--- config.mk ---
export PLATFORM = sky130hd
export DESIGN_NAME = prim_byte_packer
export DESIGN_NICKNAME = d
export VERILOG_FILES = /design/src/rtl/prim_byte_packer.sv
export SDC_FILE = /design/constraint.sdc
export NUM_CORES = 1
export LEC_CHECK = 0
export CORE_UTILIZATION = 35
export CTS_BUF_LIST = sky130_fd_sc_hd__clkbuf_4
export DETAILED_ROUTE_END_ITERATION = 8
export SYNTH_ARGS = -nofsm -noshare
export SYNTH_HDL_FRONTEND = slang
export SYNTH_SLANG_ARGS = --single-unit
--- constraint.sdc ---
create_clock -name clk_i -period 9.1 [get_ports clk_i]
set_input_delay 2.275 -clock clk_i [delete_from_list [all_inputs] [get_ports clk_i]]
set_output_delay 2.275 -clock clk_i [all_outputs]
set_load 0.05 [all_outputs]
--- src/rtl/prim_byte_packer.sv ---
// prim_byte_packer: compacts byte-strobed InW-bit input words into a byte
// stream and emits full OutW-bit words, or a final partial word on flush.
// Optional macro PRIM_BYTE_PACKER_ERR_EN adds the sticky err_o protocol flag.
module prim_byte_packer #(
  parameter int unsigned InW  = 32,
  parameter int unsigned OutW = 64,
  localparam int unsigned CntW = $clog2(InW / 8 + OutW / 8 + 1)
) (
  input  logic              clk_i,
  input  logic              rst_i,
  input  logic              valid_i,
  input  logic [InW-1:0]    data_i,
  input  logic [InW/8-1:0]  strb_i,
  output logic              ready_o,
  output logic              valid_o,
  output logic [OutW-1:0]   data_o,
  output logic [OutW/8-1:0] strb_o,
  input  logic              ready_i,
  input  logic              flush_i,
  output logic              flush_done_o,
  output logic [CntW-1:0]   cnt_o
`ifdef PRIM_BYTE_PACKER_ERR_EN
  ,
  output logic              err_o
`endif
);

  localparam int unsigned NI   = InW / 8;
  localparam int unsigned NO   = OutW / 8;
  localparam int unsigned NS   = NI + NO;
  localparam int unsigned IdxW = (NS > 1) ? $clog2(NS) : 1;

  typedef enum logic {
    IDLE  = 1'b0,
    DRAIN = 1'b1
  } state_e;

  state_e          state_q, state_d;
  logic [CntW-1:0] cnt_q, cnt_d;
  logic [7:0]      slot_q [NS];
  logic [7:0]      slot_d [NS];
  logic            valid_q, valid_d;
  logic            ready_q, ready_d;
  logic            flush_done_q, flush_done_d;
  logic [OutW-1:0] data_q, data_d;
  logic [NO-1:0]   strb_q, strb_d;
`ifdef PRIM_BYTE_PACKER_ERR_EN
  logic            err_q, err_d;
`endif

  logic            ack_in, ack_out;
  logic [CntW-1:0] rm, cnt_sh, pos;

  // Handshakes; with error checking, input offered alongside flush is refused.
  always_comb begin
    ack_out = valid_q & ready_i;
`ifdef PRIM_BYTE_PACKER_ERR_EN
    ack_in  = valid_i & ready_q & ~flush_i;
`else
    ack_in  = valid_i & ready_q;
`endif
  end

  // Storage update: drop the emitted word first, then append compacted bytes.
  always_comb begin
    slot_d = slot_q;
    rm     = '0;
    cnt_sh = cnt_q;
    if (ack_out) begin
      rm = (cnt_q > CntW'(NO)) ? CntW'(NO) : cnt_q;
      for (int i = 0; i < int'(NS); i++) begin
        if (i + int'(rm) < int'(NS)) slot_d[IdxW'(i)] = slot_q[IdxW'(i + int'(rm))];
        else                         slot_d[IdxW'(i)] = '0;
      end
      cnt_sh = cnt_q - rm;
    end
    pos = cnt_sh;
    if (ack_in) begin
      for (int k = 0; k < int'(NI); k++) begin
        if (strb_i[k] && (int'(pos) < int'(NS))) begin
          slot_d[IdxW'(pos)] = data_i[8*k +: 8];
          pos = pos + CntW'(1);
        end
      end
    end
    cnt_d = pos;
  end

  // Flush FSM and sticky error flag.
  always_comb begin
    state_d = state_q;
    unique case (state_q)
      IDLE:    if (flush_i) state_d = DRAIN;
      DRAIN:   if (cnt_q == '0) state_d = IDLE;
      default: state_d = IDLE;
    endcase
`ifdef PRIM_BYTE_PACKER_ERR_EN
    err_d = err_q;
    if (valid_i && ((state_q == DRAIN) || flush_i)) err_d = 1'b1;
`endif
  end

  // Output values for the next cycle, computed from next-state so outputs are flops.
  always_comb begin
    ready_d      = (state_d == IDLE) && (cnt_d <= CntW'(NO));
    valid_d      = (cnt_d >= CntW'(NO)) || ((state_d == DRAIN) && (cnt_d != '0));
    flush_done_d = (state_d == DRAIN) && (cnt_d == '0);
    data_d       = '0;
    strb_d       = '0;
    for (int i = 0; i < int'(NO); i++) begin
      strb_d[i] = (CntW'(i) < cnt_d);
      if (strb_d[i]) data_d[8*i +: 8] = slot_d[IdxW'(i)];
    end
  end

  // All state, synchronous active-high reset.
  always_ff @(posedge clk_i) begin
    if (rst_i) begin
      state_q      <= IDLE;
      cnt_q        <= '0;
      slot_q       <= '{default: '0};
      valid_q      <= 1'b0;
      ready_q      <= 1'b1;
      flush_done_q <= 1'b0;
      data_q       <= '0;
      strb_q       <= '0;
`ifdef PRIM_BYTE_PACKER_ERR_EN
      err_q        <= 1'b0;
`endif
    end else begin
      state_q      <= state_d;
      cnt_q        <= cnt_d;
      slot_q       <= slot_d;
      valid_q      <= valid_d;
      ready_q      <= ready_d;
      flush_done_q <= flush_done_d;
      data_q       <= data_d;
      strb_q       <= strb_d;
`ifdef PRIM_BYTE_PACKER_ERR_EN
      err_q        <= err_d;
`endif
    end
  end

  assign ready_o      = ready_q;
  assign valid_o      = valid_q;
  assign data_o       = data_q;
  assign strb_o       = strb_q;
  assign flush_done_o = flush_done_q;
  assign cnt_o        = cnt_q;
`ifdef PRIM_BYTE_PACKER_ERR_EN
  assign err_o        = err_q;
`endif

endmodule

# Word level (Yosys, flattened, before mapping)
# Cells that the tools add are included.
op_classes:
  add_sub_neg: 12
  order_cmp: 39
  mux: 66
  bitwise: 24
  reduce_logical: 23
op_table:
  columns: ["cell", "count"]
  rows:
  - ["$mux W96", 8]
  - ["$bwmux W96", 4]
  - ["$bmux W8 S4", 8]
  - ["$lt A32 B5 Y1 const B", 7]
  - ["$mux W8", 28]
  - ["$demux W8 S4", 4]
  - ["$mux W64", 1]
  - ["$ge A4 B5 Y1 const B", 8]
  - ["$mux W4", 10]
  - ["$not A4 Y4", 8]
  - ["$add A3 B4 Y5 const A", 4]
  - ["$ge A5 B5 Y1 const B", 4]
  - ["$lt A4 B4 Y1 const B", 5]
  - ["$lt A5 B1 Y1 const B", 4]
  - ["$not A4 Y5", 4]
  - ["$add A4 B1 Y4 const B", 4]
  - ["$lt A3 B4 Y1 const A", 4]
  - ["$reduce_or A2 Y1", 8]
  - ["$logic_and A1 B1 Y1", 11]
  - ["$add A2 B4 Y5 const A", 2]
  - ["$not A1 Y1", 10]
  - ["$logic_not A4 Y1", 2]
  - ["$lt A1 B4 Y1 const A", 2]
  - ["$lt A2 B4 Y1 const A", 2]
  - ["10 further kinds", 12]
word_totals:
  regBits: 176
  inputBits: 41
  out_inout_bits: 79
  elab_cells: 190

# Logic depth before layout (Yosys ltp)
# Gate-level depths: netlist (run 1).
depth:
  depth_word: 24
  ltp_mapped: 25
  mapped_depth_nobuf: 20

# Worst setup path after synthesis (run 1)
# Ideal clock, no wire load.
synth_path:
  path_kind: "input port to flip-flop"
  from: "input ready_i"
  to: "register data_q[48], in the netlist data_o[48]"
  setup_time_ps: 72
  arrival_time_ps: 5883
  required_time_ps: 9028
  setup_slack_ps: 3145
  cell_stages: 20
  path_buffers: 2
  cell_sequence: "and2_1 clkbuf_1 a21o_1 ha_1 nand2_1 a21oi_2 xnor2_1 o21ai_0 a211o_1 nand3_1 ha_1 and2_1 or3_1 a32oi_1 and2_1 buf_2 nand2_1 inv_1 nand3_1 a21oi_1"
synth_via:
  elab_chain_cells: 22
  word_cells_on_any_way: 62
  classes_between: "4 x add/sub; 13 x order compare; 30 x mux; 6 x bitwise; 9 x reduce/logical"
synth_lines:
  columns: ["element", "line", "source"]
  rows:
  - ["start, declared", "18", "input logic ready_i,"]
  - ["$and A1 B1 Y1 (*)", "56", "ack_out = valid_q & ready_i;"]
  - ["parallel branches: the longest is 21 deep, another holds $lt A4 B4 Y1", null, null]
  - ["end signal, assigned", "137", "data_q <= data_d;"]
  - ["end, declared", "45", "logic [OutW-1:0] data_q, data_d;"]
# Mark *: on every way between the ends. The select of a mux whose other input is x is not followed.
# A chain may end at the register's enable or synchronous reset.

# Worst setup path in the final report (run 1)
layout_path:
  from: "input ready_i"
  to: "register data_q[47], in the netlist data_o[47]"
# Same word-level chain as after synthesis.

==> run metrics, run 1 <==
antenna viol nets, final 0; reg-to-reg setup timing slack around 3.3 ns; crit-path max cell delay 0.56 ns; total clock sinks between 150 and 200; Root Buffer clkbuf_4; Slew Limit Fails 0; hold buffer count at CTS 0; postcts setup bufs 0; peak supply drop 165 µV; via count ~17000; Synth-to-Final Area Change 12.3%; Seq/Total Area, Yosys 0.228; # H-tree levels 4; type of the most critical hold path reg2reg; max cap viols 0; setup TNS 0 ns; total grt overflow 0; Pint ~2.0 mW; Worst setup EP type flop; drt first pass iters 6; total CTS buffers 17; Seq pwr share 0.258; num rows 76; M3 GR Usage 0.0981; Syn Nets around 1900; Power Dens Cells 254 mW/mm²; IO Count 120; hpwl dp 56000 µm; Syn Area/Cell 8.40 µm²; Cells after DPL 2412; Syn. warnings 0; CP Launch Type input pin; Worst slew margin 0.145; mux cell area share after synthesis 0.247; met2 Use GR 0.518; TritonCTS clock tree done; # setup viols final 0; routed length per placed instance between 30 and 40 µm; final hold violations 0; prevailing post-synth register cell dfxtp_1; routability cong. 1.01; Max FO, Critical Path 13; Global Route Usage Sum 0.357; critical path class in2reg; Sw Share 0.532; DIE WIDTH 212 µm; Util after Layout 0.399; DIE HEIGHT 212 µm; adder-cell area share of the yosys netlist 0.0145; RR Endpoint data_o[47]; Detailed Route WL 80000 µm; met1 Use GR 0.460; depth of the most critical reg-to-reg path 21; Post-Synth XOR/XNOR Area 0.00577; EDFF count, synth 0; library cells used by synthesis 91; worst path cell trace clkdlybuf4s50_1 -> a21boi_1 -> a21o_1 -> ha_1 -> nand2_1 -> a21oi_2 -> xnor2_1 -> buf_4 -> o21ai_0 -> a211o_1 -> nand3_1 -> ha_1 -> and2_1 -> or3_1 -> a32oi_1 -> and2_1 -> nand2_1 -> inv_1 -> a22o_1 -> nor2b_1; Syn Inst Count 1833; Synth Cell Area 0.0154 mm²; Bufs on Longest Clock Path 2; Port-buffer cells 119; Slew @ Worst Pin between 1 and 1.5 ns; die area 0.0448 mm²; leakage 6.55 nW; ys async rst share 0; synthesis-stage register bit count 175; drt via density 6.89; largest family of logic cells by synthesized area compound AO/OA/AOI/OAI gates; Worst-path clk slew roughly 0.18 ns; Worst Hold Path Cells 2; status completed; Top Usage Layer GRT met2; critical path startpoint ready_i; Nets about 1900; fmax roughly 140 MHz; final setup margin 2.16 ns; HP Start slot_q[22]; worst hold endpoint slot_q[22]; starting density of the core 0.356; Crit-path slowest cell clkdlybuf4s50_1; Psw 2.33 mW; Residual DRC 0; CP required between 9 and 10 ns; fraction of layout cells with a size suffix above 1 0.159; Layout Cells excl Fill 2445; initial antenna violation count 1; Layout Skew roughly 0.035 ns; share of synthesized cell area in and, or, nand and nor gates 0.175; Post-CTS Resized 0; critical path arrival 7.59 ns; drt initial violations between 2000 and 3000; Comb pwr share 0.620; RSZ-0062 raised after global routing no; largest net degree at the start of global routing 76; Final Cycle Share 0.763; core footprint 0.0433 mm²; vias in the first global route 15600; Final min period 6.94 ns; clock network power share 0.122; Clock Latency Late Sink between 0.7 and 0.8 ns; post-synthesis compound-gate area fraction 0.273; dpl ws between 1.5 and 2 ns; global-route wire length before repair around 110000 µm; RR Startpoint cnt_o[3]
[worst max-delay path by stage]
| stage | slack (ns) | endpoint |
|---|---|---|
| finish | 2.16 | data_o[47] |
| global route | 1.85 | data_o[55] |
| global placement | 1.78 | data_o[41] |
| detailed placement | 1.56 | data_o[47] |
| floorplan | 3.14 | data_o[48] |
| CTS | 2.33 | data_o[47] |
[flip-flops by register name, indices dropped and copies added (netlist names)]
name,cells
cnt_o,4
data_o,64
flush_done_o,1
ready_o,1
slot_q,96
state_q,1
strb_o,7
valid_o,1
[area by class of cell]
class,instances,area [µm²]
repair buffers,172,1580
diodes,1,2.50
flip-flops and latches,175,3500
clock inverters,15,195
multi-input cells,1456,11000
fillers,4349,26000
inverters,24,92.6
well taps,585,732
clock buffers,17,128
[critical path, delay by kind of cell]
family | cells | cell delay (ns)
XOR/XNOR | 1 | 0.12
adder cells (fa/ha/maj) | 2 | 0.55
AO/OA/AOI/OAI | 7 | 2.11
buffers and inverters | 3 | 0.92
AND/OR/NAND/NOR | 7 | 1.59
[synthesized netlist by cell type (7+ instances only)]
| cell type | number | area, µm² |
|---|---|---|
| nand2_1 | 202 | 758 |
| dfxtp_1 | 175 | 3500 |
| nor2_1 | 160 | 601 |
| a21oi_1 | 123 | 616 |
| clkbuf_1 | 114 | 428 |
| mux2i_1 | 94 | 941 |
| mux4_2 | 94 | 2120 |
| o21ai_0 | 88 | 440 |
| o211ai_1 | 72 | 541 |
| mux2_2 | 65 | 732 |
| o22ai_1 | 52 | 325 |
| a211oi_1 | 50 | 375 |
| nand3_1 | 39 | 195 |
| nor3_1 | 35 | 175 |
| buf_2 | 33 | 165 |
| and2_1 | 27 | 169 |
| a21o_1 | 24 | 180 |
| a221oi_1 | 21 | 184 |
| inv_1 | 20 | 75.1 |
| nor2b_1 | 20 | 125 |
| a211o_1 | 18 | 158 |
| ha_1 | 17 | 213 |
| buf_1 | 16 | 60.1 |
| a221o_1 | 15 | 150 |
| a31oi_1 | 13 | 81.3 |
| and3_1 | 13 | 81.3 |
| a2111oi_0 | 11 | 96.3 |
| buf_4 | 11 | 82.6 |
| or3_1 | 11 | 68.8 |
| o21a_1 | 10 | 75.1 |
| o221ai_1 | 10 | 87.6 |
| o2bb2ai_1 | 9 | 78.8 |
| and3b_1 | 8 | 70.1 |
| o21ai_1 | 8 | 40.0 |
| a21boi_1 | 7 | 52.6 |
| nand2b_1 | 7 | 43.8 |
| o221a_2 | 7 | 78.8 |
[power groups by stage]
stage	Sequential, mW	Combinational (mW)	Clock, mW
floorplan	1.26	1.63	0
global placement	1.13	2.61	0
detailed placement	1.13	2.63	0
CTS	1.11	2.64	0.540
global route	1.13	2.86	0.555
finish	1.13	2.72	0.533
[logic make-up (layout without fill, tap and decap cells)]
kind of cell	Yosys count	count (layout)
compound gates	608	608
xor+xnor	8	8
fa+ha+maj	18	18
buf+inv	202	228
flops	175	175
mux	254	254
other cells	2	3
simple gates	566	566
[metal layers]
metal | routed length [µm] | vias up
li1 | - | 7042
met1 | 29900 | 8123
met2 | 33200 | 1352
met3 | 10500 | 333
met4 | 6430 | 0
met5 | 0 | -
[per-stage QoR]
step	instance area (µm²)	total power, mW	hold WS (ns)
after detailed placement	17000	3.75	0.531
after global placement	17000	3.73	0.515
after floorplan	15400	2.89	0.476
final	17300	4.38	0.558
after CTS	17300	4.29	0.552
after global routing	17300	4.54	0.591
[placed cells by master, fill, tap and decap left out, drive strengths merged, types with 13 or more instances in the layout]
| master | count |
|---|---|
| inv | 31 |
| nor3 | 38 |
| nand2 | 202 |
| mux4 | 94 |
| ha | 17 |
| mux2 | 65 |
| clkbuf | 17 |
| a211o | 18 |
| mux2i | 95 |
| clkdlybuf4s50 | 118 |
| a21oi | 126 |
| o22ai | 52 |
| o21ai | 96 |
| and2 | 28 |
| nand3 | 40 |
| a221oi | 22 |
| a21o | 24 |
| a221o | 15 |
| a211oi | 51 |
| dfxtp | 175 |
| nor2 | 162 |
| buf | 54 |
| and3 | 13 |
| a31oi | 15 |
| o211ai | 72 |
| a2111oi | 14 |
| nor2b | 20 |
Note: power is estimated with default switching activity, not from simulation.
==> inputs of run 2 (changes only) <==
Clock period 9.1 ns to 5.56 ns, I/O delays scaled along.
==> run 2 against run 1 <==
  * Clock power increased by 52%
  * Non-clock buffer count up 124
  * First-iteration DRC count shrank 4.6%
  * Cell count up 5.1%
  * Wire length grew 2.6%
  * Core utilization up 2.3 points
  * Hold slack improved by 0.0026 ns
  * Design area up 5.7%
  * Worst setup slack got worse by 1.8 ns
  * Critical endpoint is now data_o[5]
  * Largest cell class unchanged
  * Highest routed layer is now met5
==> run metrics, run 2 (synthesis gave the netlist of run 1 again) <==
critical path class in2reg; leakage 7.17 nW (+9.4%); core footprint 0.0433 mm² (unchanged); Final min period 5.17 ns; Port-buffer cells 119 (unchanged); via count 17200 (+2.1%); total grt overflow 0 (unchanged); crit-path max cell delay 0.79 ns (+0.23 ns); Worst slew margin 0.0459 (-0.0993); postcts setup bufs 0 (unchanged); drt via density 6.70 (-2.8%); drt initial violations 2439 (-4.6%); routability cong. 1.01 (about the same); die area 0.0448 mm² (unchanged); hold buffer count at CTS 0 (unchanged); DIE HEIGHT 212 µm (unchanged); Util after Layout 0.422 (+0.0227); vias in the first global route 16200 (+4.2%); setup TNS 0 ns (unchanged); Layout Skew 0.0419 ns (+0.00649 ns); Worst Hold Path Cells 2 (unchanged); Largest register FFs 96 (unchanged); CP Launch Type input pin; total CTS buffers 17 (unchanged); antenna viol nets, final 0 (unchanged); total clock sinks 175 (unchanged); Power Dens Cells 412 mW/mm² (+62%); max cap viols 0 (unchanged); Crit-path slowest cell a221oi_1; depth of the most critical reg-to-reg path 19 (-9.5%); drt first pass iters 6 (unchanged); CP required 6.23 ns (-3.52 ns); fraction of layout cells with a size suffix above 1 0.212 (+0.0526); CP Buf/Inv Count 6 (+3); Residual DRC 0 (unchanged); # H-tree levels 4 (unchanged); Cells after DPL 2536 (+5.1%); Nets 2028 (+6.5%); routed length per placed instance 32.0 µm (-2.3%); type of the most critical hold path reg2reg; fmax 193 MHz; Clock Latency Late Sink 0.72 ns (about the same); CP most frequent cell buf_4; Worst path top cell family by delay compound AO/OA/AOI/OAI gates; RSZ-0062 raised after global routing no; worst hold endpoint slot_q[22]; RR Startpoint cnt_o[3]; # setup viols final 0 (unchanged); Slew @ Worst Pin 1.43 ns (+0.149 ns); final hold violations 0 (unchanged); largest net degree at the start of global routing 61 (-20%); Bufs on Longest Clock Path 2 (unchanged); num rows 76 (unchanged); reg-to-reg setup timing slack 0.70 ns (-2.59 ns); peak supply drop 284 µV (+73%); Max FO, Critical Path 32 (+19); final setup margin 0.387 ns (-1.77 ns); Worst setup EP type flop; RR Endpoint data_o[5]; status completed; most common cell after layout, fill and taps aside nand2_1; Detailed Route WL 82100 µm (+2.6%); starting density of the core 0.356 (unchanged); IO Count 120 (unchanged); Final Cycle Share 0.930; Layout Cells excl Fill 2569 (+5.1%); Root Buffer clkbuf_4; Synth-to-Final Area Change 18.7%; initial antenna violation count 4 (+3); critical path arrival 5.84 ns (-1.75 ns); global-route wire length before repair 117000 µm (+2.8%); hpwl dp 59500 µm (+6.2%); Biggest register slot_q; Worst-path clk slew 0.19 ns (about the same); HP Start slot_q[22]; DIE WIDTH 212 µm (unchanged); Global Route Usage Sum 0.367 (+0.0104); Post-CTS Resized 0 (unchanged); most frequent cells in the layout nand2_1, dfxtp_1, buf_4, nor2_1, a21oi_1; dpl ws -0.178 ns (-1.74 ns); worst path cell trace clkdlybuf4s50_1 -> and2_1 -> buf_4 -> a31oi_1 -> o31ai_1 -> a21o_1 -> a31oi_2 -> or2_4 -> buf_4 -> inv_1 -> ha_1 -> and4_1 -> buf_4 -> a221oi_1 -> a221oi_1 -> buf_4 -> nor2b_1; TritonCTS clock tree done; fillers 4286 (-1.4%); Slew Limit Fails 0 (unchanged)
run 2: cell types whose count changed in the layout (fill, tap and decap cells not counted):
cell        delta
buf_4        +118
buf_12         +6
clkinvlp_4     +2
inv_6          -2
bufinv_16      -1
clkbuf_4       +1
clkinv_1       -1
clkinv_2       +1
clkinv_4       -1
clkinv_8       +1
o2111ai_1      +1
o2111ai_2      -1
run 2: worst max path at each step:
stage,slack (ns),depth (start not counted),from,end
6_report,0.39,17,ready_i,data_o[5]
3_3_place_gp,-0.14,17,ready_i,data_o[5]
5_1_grt,0.18,17,ready_i,data_o[5]
2_1_floorplan,0.07,24,cnt_o[3],data_o[48]
4_1_cts,0.58,17,ready_i,data_o[5]
3_5_place_dp,-0.18,17,ready_i,data_o[5]
run 2: layout make-up:
class,instances,area (µm²),share of cell area
timing repair buffer,296,2590,0.142
antenna,1,2.50,0.000137
clock buffer,18,135,0.00740
clock inverter,14,171,0.00938
multi-input combinational,1456,11000,0.604
tap,585,732,0.0401
sequential,175,3500,0.192
inverter,24,92.6,0.00507
run 2: per-layer routing:
metal / GRT usage / part of all wire / wire length, µm
met5: 0 / 0.00016 / 13
met4: 0.240 / 0.071 / 5810
met3: 0.104 / 0.12 / 9890
met2: 0.533 / 0.42 / 34400
met1: 0.475 / 0.39 / 32000
run 2: power breakdown:
group | switching [mW] | internal, mW
logic | 2.96 | 1.89
clock network | 0.595 | 0.215
registers | 0.374 | 1.49
total | 3.92 | 3.59
run 2: stage by stage:
stage	hold WS, ns	total power, mW	instance area [µm²]
after floorplan	0.476	4.73	15400
after global placement	0.518	6.52	18000
after detailed placement	0.532	6.55	18000
after CTS	0.552	7.36	18300
after global routing	0.578	7.81	18300
final	0.561	7.52	18300
run 2: worst min-delay path: cells and delay by family, from the launching register on:
kind / cells / cell delay [ns]
and+or+nand+nor: 1 / 0.07
AOI/OAI and AO/OA: 1 / 0.07
DFF: 1 / 0.40
==> inputs of run 3 (changes only) <==
Clock period 5.56 ns to 4.8 ns, I/O delays scaled along.
==> run 3 against run 2 <==
  * Register-to-register slack worse by 0.47 ns
  * Highest routed layer unchanged
  * First-iteration DRC count is 1.2% lower
  * Critical endpoint is now data_o[7]
  * Power is 17% higher
  * Largest power group unchanged
  * Clock power is 4.0% higher
  * Core utilization is 1.9 points higher
  * Critical path depth stayed put
  * Global-route usage is 1.5 points lower
  * Non-clock buffer count is 82 higher
  * Sequential share of layout area is 0.80 points lower
==> run metrics, run 3 (synthesis gave the netlist of run 1 again) <==
most frequent cells in the layout buf_4, nand2_1, dfxtp_1, nor2_1, a21oi_1; peak supply drop 268 µV (-5.7%); Crit-path slowest cell nor4_1; type of the most critical hold path reg2reg; # H-tree levels 4 (unchanged); Layout Skew 0.0289 ns (-0.0130 ns); crit-path max cell delay 0.57 ns (-0.22 ns); hpwl dp 60200 µm (+1.2%); HP Start slot_q[2]; DP Area 0.0188 mm² (+4.6%); fraction of layout cells with a size suffix above 1 0.248 (+0.0366); routability cong. 1.08 (+7.2%); Biggest register slot_q; setup TNS 0 ns (unchanged); status completed; initial antenna violation count 4 (unchanged); Slew Limit Fails 0 (unchanged); global-route wire length before repair 113000 µm (-3.1%); Worst-path clk slew 0.16 ns (-0.03 ns); IO Count 120 (unchanged); Final Cycle Share 0.977; core footprint 0.0433 mm² (unchanged); drt first pass iters 6 (unchanged); Largest register FFs 96 (unchanged); Port-buffer cells 119 (unchanged); final hold violations 0 (unchanged); Global Route Usage Sum 0.352 (-0.0150); Final min period around 4.7 ns; drt initial violations 2410 (-1.2%); worst path cell trace clkdlybuf4s50_1 -> and2_1 -> a21o_1 -> ha_1 -> and3_1 -> o221ai_1 -> o31ai_2 -> a21o_1 -> and4_4 -> or2_4 -> ha_1 -> and2_1 -> or3_1 -> a32oi_1 -> and2_4 -> nor4_4 -> nor4_1; leakage 7.63 nW (+6.5%); max cap viols 0 (unchanged); Worst setup EP type flop; critical path startpoint ready_i; RSZ-0062 raised after global routing no; vias in the first global route 16200 (+0.043%); Clock Latency Late Sink 0.70 ns (-0.02 ns); CP required 5.33 ns (-0.90 ns); num rows 76 (unchanged); Root Buffer clkbuf_4; Util after Layout 0.441 (+0.0192); critical path class in2reg; routed length per placed instance 29.9 µm (-6.4%); Detailed Route WL 79400 µm (-3.3%); Worst slew margin 0.135 (+0.0886); starting density of the core 0.356 (unchanged); DIE HEIGHT 212 µm (unchanged); Residual DRC 0 (unchanged); TritonCTS clock tree done; RR Startpoint cnt_o[3]; Synth-to-Final Area Change 24.1%; total CTS buffers 17 (unchanged); most common cell after layout, fill and taps aside buf_4; critical path arrival 5.22 ns (-0.62 ns); # setup viols final 0 (unchanged); Bufs on Longest Clock Path 2 (unchanged); Max FO, Critical Path 10 (-69%); DIE WIDTH 212 µm (unchanged); antenna viol nets, final 0 (unchanged); Slew @ Worst Pin 1.28 ns (-0.142 ns); fmax 213 MHz; Power Dens Cells 462 mW/mm² (+12%); Nets 2110 (+4.0%); fillers 4263 (-0.54%); total clock sinks 175 (unchanged); die area 0.0448 mm² (unchanged); total grt overflow 0 (unchanged); CP Launch Type input pin; Design Area, Final 0.0191 mm² (+4.5%); largest net degree at the start of global routing 69 (+13%); drt via density 6.57 (-2.0%); via count 17400 (+1.2%)
-- run 3: path summary, 6_finish.rpt --
| check | end | slack [ns] | cells past startpoint |
|---|---|---|---|
| worst max-delay path | data_o[7] | 0.11 | 17 |
| worst min-delay path | slot_q[2] | 0.56 | 2 |
| worst max register to register | data_o[8] | 0.23 | 16 |
| worst min register to register | slot_q[2] | 0.56 | 2 |
-- run 3: cell type report --
class	instances	area, µm²	share of cell area
timing repair buffer	378	3410	0.178
multi-input combinational	1456	11100	0.581
sequential	175	3510	0.184
clock buffer	19	143	0.00747
inverter	24	92.6	0.00485
tap	585	732	0.0383
clock inverter	13	106	0.00557
antenna	3	7.51	0.000393
-- run 3: power by group --
part,switching (mW),internal (mW)
combinational,3.43,2.40
sequential,0.425,1.73
clock,0.613,0.229
-- run 3: metrics by stage --
step	instances	total power, mW	worst slack, ns	hold WS [ns]
finish	2653	8.82	0.109	0.561
detailed placement	2616	7.79	-0.739	0.540
CTS	2648	8.64	0.00517	0.560
global placement	2616	7.75	-0.727	0.513
global route	2651	9.19	0.00344	0.585
floorplan	1833	5.48	0.0142	0.476
-- run 3: repair_timing --
item                                    4_1_cts  5_1_grt
hold buffers                                  0        0
endpoints found under the setup margin        0       44
buffers inserted                              0        2
gates resized for setup                       0       12
-- run 3: layer usage --
layer | vias up | part of all wire | global-route usage
li1 | 7470 | - | -
met1 | 8404 | 0.38 | 0.454
met2 | 1255 | 0.43 | 0.520
met3 | 286 | 0.13 | 0.106
met4 | 2 | 0.065 | 0.205
met5 | - | 0.00023 | 0
-- run 3: worst max-delay path: cells and delay by family --
family                   cells  cell delay (ns)
AO/OA/AOI/OAI                5             0.85
adder cells (fa/ha/maj)      2             0.49
buffers and inverters        1             0.48
AND/OR/NAND/NOR              9             2.20
